[config.mk]
export PLATFORM = sky130hd
export DESIGN_NAME = decode_issue_ctrl
export DESIGN_NICKNAME = d
export VERILOG_FILES = /design/src/rtl/decode_issue_ctrl.sv
export SDC_FILE = /design/constraint.sdc
export NUM_CORES = 1
export LEC_CHECK = 0
export CELL_PAD_IN_SITES_DETAIL_PLACEMENT = 1
export CELL_PAD_IN_SITES_GLOBAL_PLACEMENT = 2
export CORE_AREA = 3 3 156 143
export DETAILED_ROUTE_END_ITERATION = 12
export DIE_AREA = 0 0 159 146
export PLACE_DENSITY_LB_ADDON = 0.3
export SLEW_MARGIN = 20
export SYNTH_ARGS = -nofsm -noshare
export SYNTH_HDL_FRONTEND = slang
export SYNTH_SLANG_ARGS = --single-unit
[constraint.sdc]
create_clock -name clk -period 2.19 [get_ports clk]
set_clock_uncertainty 0.15 [all_clocks]
set_input_delay 0.219 -clock clk [delete_from_list [all_inputs] [get_ports clk]]
set_output_delay 0.219 -clock clk [all_outputs]
set_load 0.01 [all_outputs]
[src/rtl/decode_issue_ctrl.sv]
// Decode-stage controller: owns the IF/ID latch, issues to EX, inserts load-use bubbles, raises illegal-instruction traps.
// Optional performance counters are built when DECODE_PERF_CNT_EN is defined.
module decode_issue_ctrl #(
  parameter int unsigned LOAD_USE_BUBBLES = 1,
  parameter int unsigned PERF_CNT_W       = 32
) (
  input  logic        clk,
  input  logic        reset,
  input  logic        if_valid,
  input  logic [31:0] if_instr,
  input  logic [31:0] if_pc,
  output logic        if_ready,
  output logic        id_valid,
  output logic [31:0] id_instr,
  output logic [31:0] id_pc,
  input  logic [4:0]  id_rs,
  input  logic [4:0]  id_rt,
  input  logic        id_uses_rs,
  input  logic        id_uses_rt,
  input  logic        id_is_illegal,
  input  logic        ex_valid,
  input  logic        ex_is_load,
  input  logic [4:0]  ex_rd,
  input  logic        ex_ready,
  output logic        issue,
  input  logic        flush,
  output logic        trap_req,
  output logic [31:0] trap_pc,
  input  logic        trap_ack
`ifdef DECODE_PERF_CNT_EN
  ,
  output logic [PERF_CNT_W-1:0] perf_issue_cnt,
  output logic [PERF_CNT_W-1:0] perf_stall_cnt
`endif
);

  localparam int unsigned CNT_W = 4;

  typedef enum logic [1:0] {RUN, STALL, TRAP} state_t;

  state_t           state;
  logic [CNT_W-1:0] stall_cnt;
  logic             hazard;
  logic             capture;

  // Load-use hazard against the load currently in EX; r0 never hazards.
  always_comb begin
    hazard = id_valid & ex_valid & ex_is_load & (ex_rd != 5'd0) &
             ((id_uses_rs & (id_rs == ex_rd)) | (id_uses_rt & (id_rt == ex_rd)));
  end

  always_comb begin
    issue    = (state == RUN) & id_valid & ~id_is_illegal & ~hazard & ex_ready & ~flush;
    if_ready = ~flush & (state == RUN) & (~id_valid | issue);
    capture  = if_valid & if_ready;
  end

  // State, stall counter, ID latch and trap registers.
  always_ff @(posedge clk) begin
    if (reset) begin
      state     <= RUN;
      stall_cnt <= '0;
      id_valid  <= 1'b0;
      id_instr  <= 32'h0000_0000;
      id_pc     <= 32'h0000_0000;
      trap_req  <= 1'b0;
      trap_pc   <= 32'h0000_0000;
    end else if (flush) begin
      state     <= RUN;
      stall_cnt <= '0;
      id_valid  <= 1'b0;
      trap_req  <= 1'b0;
    end else begin
      case (state)
        RUN: begin
          if (capture) begin
            id_valid <= 1'b1;
            id_instr <= if_instr;
            id_pc    <= if_pc;
          end else if (issue) begin
            id_valid <= 1'b0;
          end
          // A hazarding illegal instruction stalls first and traps once the hazard clears.
          if (hazard) begin
            state     <= STALL;
            stall_cnt <= CNT_W'(LOAD_USE_BUBBLES - 1);
          end else if (id_valid & id_is_illegal) begin
            state    <= TRAP;
            trap_req <= 1'b1;
            trap_pc  <= id_pc;
            id_valid <= 1'b0;
          end
        end
        STALL: begin
          if (stall_cnt == '0) begin
            state <= RUN;
          end else begin
            stall_cnt <= stall_cnt - CNT_W'(1);
          end
        end
        TRAP: begin
          if (trap_ack) begin
            trap_req <= 1'b0;
            state    <= RUN;
          end
        end
        default: state <= RUN;
      endcase
    end
  end

`ifdef DECODE_PERF_CNT_EN
  localparam logic [PERF_CNT_W-1:0] PERF_MAX = '1;

  // Saturating event counters, cleared only by reset.
  always_ff @(posedge clk) begin
    if (reset) begin
      perf_issue_cnt <= '0;
      perf_stall_cnt <= '0;
    end else begin
      if (issue && (perf_issue_cnt != PERF_MAX)) begin
        perf_issue_cnt <= perf_issue_cnt + PERF_CNT_W'(1);
      end
      if ((state == STALL) && (perf_stall_cnt != PERF_MAX)) begin
        perf_stall_cnt <= perf_stall_cnt + PERF_CNT_W'(1);
      end
    end
  end
`else
  logic unused_perf_w;
  assign unused_perf_w = 1'(PERF_CNT_W);
`endif

endmodule

Word-level counts from Yosys, hierarchy flattened
Cells that the tools add are included.
{ "totals": {"out_inout_bits": 100, "reg_bits": 104, "ramBits": 0, "in_bits": 90, "latch_bits": 0, "mem_bits_ro": 0, "wordCells": 67, "memories": 0} }
{ "op_classes": {"n_shift": 0, "magnitude_cmp": 0, "reduce_logical": 11, "n_div": 0, "n_addsub": 1, "eq_ne": 11, "mux": 16, "multipliers": 0, "bitwise": 21} }
{ "ops": {"columns": ["cell", "count"], "rows": [
  ["bitwise AND 1 bit", 15],
  ["equality test 5 bit", 2],
  ["!= test 2 bit, second input constant", 5],
  ["AND reduction 3 bit", 3],
  ["two-way mux 2 bit", 4],
  ["two-way mux 4 bit", 2],
  ["case mux 4 bit (2 select lines)", 1],
  ["AND reduction 4 bit", 2],
  ["two-way mux 1 bit", 7],
  ["case mux 2 bit (3 select lines)", 1],
  ["nonzero test 5 bit", 1],
  ["zero test 4 bit", 1],
  ["inverter 1 bit", 4],
  ["nonzero test 2 bit", 2],
  ["subtractor 4 x 1 -> 4 bit, second input constant", 1],
  ["!= test 3 x 2 -> 1 bit, second input constant", 1],
  ["equality test 2 x 1 -> 1 bit, second input constant", 1],
  ["equality test 2 bit, second input constant", 1],
  ["zero test 2 bit", 1],
  ["!= test 2 x 1 -> 1 bit, second input constant", 1],
  ["OR 1 bit", 2],
  ["case mux 1 bit (2 select lines)", 1],
  ["OR reduction 2 bit", 1]
]} }

Longest topological paths before layout
{ "depth": {"ltp_word": 14, "mapped_depth": 8, "ltp_nobuf": 7} }

Worst setup path after synthesis
Ideal clock, no wire load.
{ "synth_path": {"path_type": "in2out", "from": "input port ex_rd[1]", "to": "output port issue", "path_stages": 7, "required_time_ps": 1821, "setup_slack_ps": 161, "arrival_ps": 1660, "n_path_buf": 3, "path_cell_list": "or4_4 o211a_1 buf_6 nand3_2 buf_6 buf_6 nor4b_4"} }
{ "synth_via": {"elab_chain_cells": 8, "word_cells_on_any_way": 12, "cone_classes": "2 x eq/ne; 9 x bitwise; 1 x reduce/logical"} }
{ "synth_rtl": {"columns": ["item", "line", "source"], "rows": [
  ["from (decl)", "23", "input logic [4:0] ex_rd,"],
  ["equality test 5 bit", "49", "((id_uses_rs & (id_rs == ex_rd)) | (id_uses_rt & (id_rt == ex_rd)));"],
  ["bitwise AND 1 bit", "49", null],
  ["OR 1 bit", "49", null],
  ["bitwise AND 1 bit (*)", "48", "hazard = id_valid & ex_valid & ex_is_load & (ex_rd != 5'd0) &"],
  ["inverter 1 bit (no source line) (*)", null, null],
  ["bitwise AND 1 bit (*) (3 in series)", "53", "issue = (state == RUN) & id_valid & ~id_is_illegal & ~hazard & ex_ready & ~flush;"],
  ["to (decl)", "25", "output logic issue,"]
]} }
Mark *: on every way between the ends. The rest lies on a longest branch, timed or not.

Worst setup path in the final report
{ "layout_path": {"from": "input port ex_rd[4]", "to": "output port issue"} }
Same word-level chain as after synthesis.

==> impl_metrics.tcl <==
set metrics [dict create \
    status "finished clean" \
    final_cells 1080 \
    whs_ns 0.3112 \
    end_kind "output port" \
    peakVddDrop_mv 0.3444 \
    r2r_end "id_pc[26]" \
    startpoint "ex_rd[4]" \
    syn_area_um2 5391 \
    min_period_ns 2.117 \
    hold_class "register to register" \
    cp.required_ns 1.82 \
    use_met3_pct 5.293 \
    reg2reg_depth 6 \
    power_density_nw_per_um2 532.1 \
    synth.yosys.seq_area_share_pct 38.62 \
    cts_max_level 3 \
    crit_path_end "issue" \
    cp_data_arrival_time_ns 1.75 \
    slew_headroom_pct 62.04 \
    drv_slew 0 \
    startpoint_type "primary input" \
    drt_iter0_drc 274 \
    max_stage_delay_ns 0.55 \
    synth_seq_cells 104 \
    grt_busiest_layer "met2" \
    viasPerCell 5.388 \
    p_comb_share_pct 17.6 \
    fillerInstances 2394 \
    first_global_vias 6072 \
    cts_tree "yes" \
    wl_um 20920 \
    max_cap_violations 0 \
    p_sw_uw 1190 \
    p_int_uw 3141 \
    portBuffers 189 \
    grt_max_degree 76 \
    grt_usage_pct 17.64 \
    power_uw 4331 \
    insertedDiodeCount 0 \
    critPathKind "primary input to output port" \
    syn-num-nets 701 \
    period_share_pct 96.67 \
    die_w_um 159 \
    row_count 50 \
    drive_above_1_share_pct 11.96 \
    antenna_found_initial 0 \
    io-pin-count 190 \
    met2_usage_pct 30.73 \
    grt_pass1_wl_um 33840 \
    synth_ff_type "dfxtp_1" \
    avgSynthCellArea_um2 8.853 \
    r2r-start "state[1]" \
    r2r_slack_ns 0.19 \
    numCtsBuffers 9 \
    clk_latency_ns 0.36 \
    dieArea_um2 23210 \
    max_freq_mhz 472.4 \
    seqPwrFrac_pct 45.9 \
    power.share.switching_pct 27.49 \
    ys_types 37 \
    synth_top_area_share_pct 38.62 \
    clock-root-buffer "clkbuf_16" \
    power_leakage_uw 0.003250 \
    initial_utilization_pct 25.96 \
    synth-edff-count 0 \
    clock-sinks 104 \
    crit_chain "dlygate4sd2_1, or4_4, o211a_4, nand3_2, nor4b_4, buf_2" \
    finalHoldViolCount 0 \
    final_core_util_pct 39.19 \
    wire_per_inst_um 19.37 \
    max_slew.worst_pin.slew_ns 0.5694 \
    yosys.area.top_type "dfxtp_1" \
    first_pass_iters 4 \
    core_um2 20770 \
    antenna_left 0 \
    clkPwrFrac_pct 36.6 \
    placed_cells 1061 \
    route.detailed.drc 0 \
    netlist_instances 609 \
    synth.top_cells.by_area "dfxtp_1 39%, a41o_1 12%, or3_1 7.5%, o22ai_1 7.4%, a41oi_1 5.2%" \
    vias 5819 \
    overflow 0 \
    crit_slowest_cell "or4_4" \
    path_max_fanout 3 \
    cts.clk_slew.worst_paths_ns 0.07 \
    fin_nets 881 \
    clockBufferDepth 2 \
    die_y_um 146 \
    grt_setup_unrepaired "false" \
    async_flop_share_pct 0 \
    place_hpwl_um 14410 \
    setup_viol 0 \
    synth.yosys.warnings 0 \
    use_met1_pct 21.15 \
    place_congestion 0.8576 \
    area_growth_pct 50.99 \
]
## synthesized netlist by cell type, types with 3 or more instances
cell type,count
inv_1,7
a21oi_1,7
buf_1,5
and3_1,33
a41o_1,64
or3_1,65
xnor2_1,12
buf_6,13
nor2_1,3
o31ai_1,32
nand2_1,72
nor3_1,7
a41oi_1,32
clkbuf_1,45
o22ai_1,64
buf_2,19
dfxtp_1,104
## critical path, delay by kind of cell
family,cells,cell delay [ns]
and+or+nand+nor,3,0.81
buffers and inverters,2,0.42
AOI/OAI and AO/OA,1,0.29
## worst min-delay path by stage
stage / start / to / cells past startpoint
2_1_floorplan: if_instr[0] / id_instr[0] / 1
3_3_place_gp: trap_req / trap_req / 2
3_5_place_dp: trap_req / trap_req / 2
4_1_cts: if_instr[9] / id_instr[9] / 2
5_1_grt: if_instr[17] / id_instr[17] / 2
6_report: trap_req / trap_req / 2
## state kept, by name (all words and copies together), names as in the netlist
signal / flops
stall_cnt: 4
id_instr: 32
trap_pc: 32
id_valid: 1
trap_req: 1
id_pc: 32
state: 2
## power groups by stage
stage	registers [uW]	logic, uW	clock network (uW)
after detailed placement	2030	761	0
after global routing	2000	816	1710
final	1990	760	1580
after global placement	2030	743	0
after floorplan	2060	276	0
after CTS	1990	767	1650
## stage by stage
step	cell area, um2	setup slack, ns	setup TNS (ns)
global route	8140	0.008352	0
floorplan	5391	0.1610	0
detailed placement	7829	-0.5485	-48.46
global placement	7829	-0.5130	-41.99
finish	8140	0.07296	0
CTS	8132	0.04275	0
## cells in the final DEF, fill, tap and decap left out, types with 7 or more instances in the layout
cell type	count
o22ai_1	63
and3_1	33
clkdlybuf4s50_1	182
a41o_1	64
nor3_1	7
buf_12	11
nand2_1	72
o31ai_1	32
or3_1	65
buf_4	50
xnor2_1	12
clkbuf_16	9
a41oi_1	32
dfxtp_1	104
## layout make-up
type	count	area (um2)	area share [%]
inverters	7	28.78	0.3535
clock inverters	7	55.05	0.6763
multi-input cells	416	2905	35.69
clock buffers	9	225.2	2.767
well taps	286	357.8	4.396
repair buffers	251	2486	30.54
flip-flops and latches	104	2082	25.58
## repair_timing
action                                  CTS  global route
buffers inserted                          3             0
resized for setup                        15             2
endpoints found under the setup margin   94            63
pin swaps                                 4             2
hold buffers                              0             0
## metal layers
layer	part of all wire (%)	wire, um	up-vias
li1	-	-	2759
met1	43	9013	2904
met2	50	10390	142
met3	6.0	1261	14
met4	1.2	261	0
met5	0	0	-
## cell families (layout without fill, tap and decap cells)
group,Yosys count,after routing,share of synthesized area (%)
flip-flops,104,104,38.62
AND/OR/NAND/NOR,193,193,19.24
buffers and inverters,89,274,8.447
adder cells (fa/ha/maj),2,2,0.4641
AO/OA/AOI/OAI,209,209,31.28
XOR/XNOR,12,12,1.949
(Power assumes the default switching activity.)
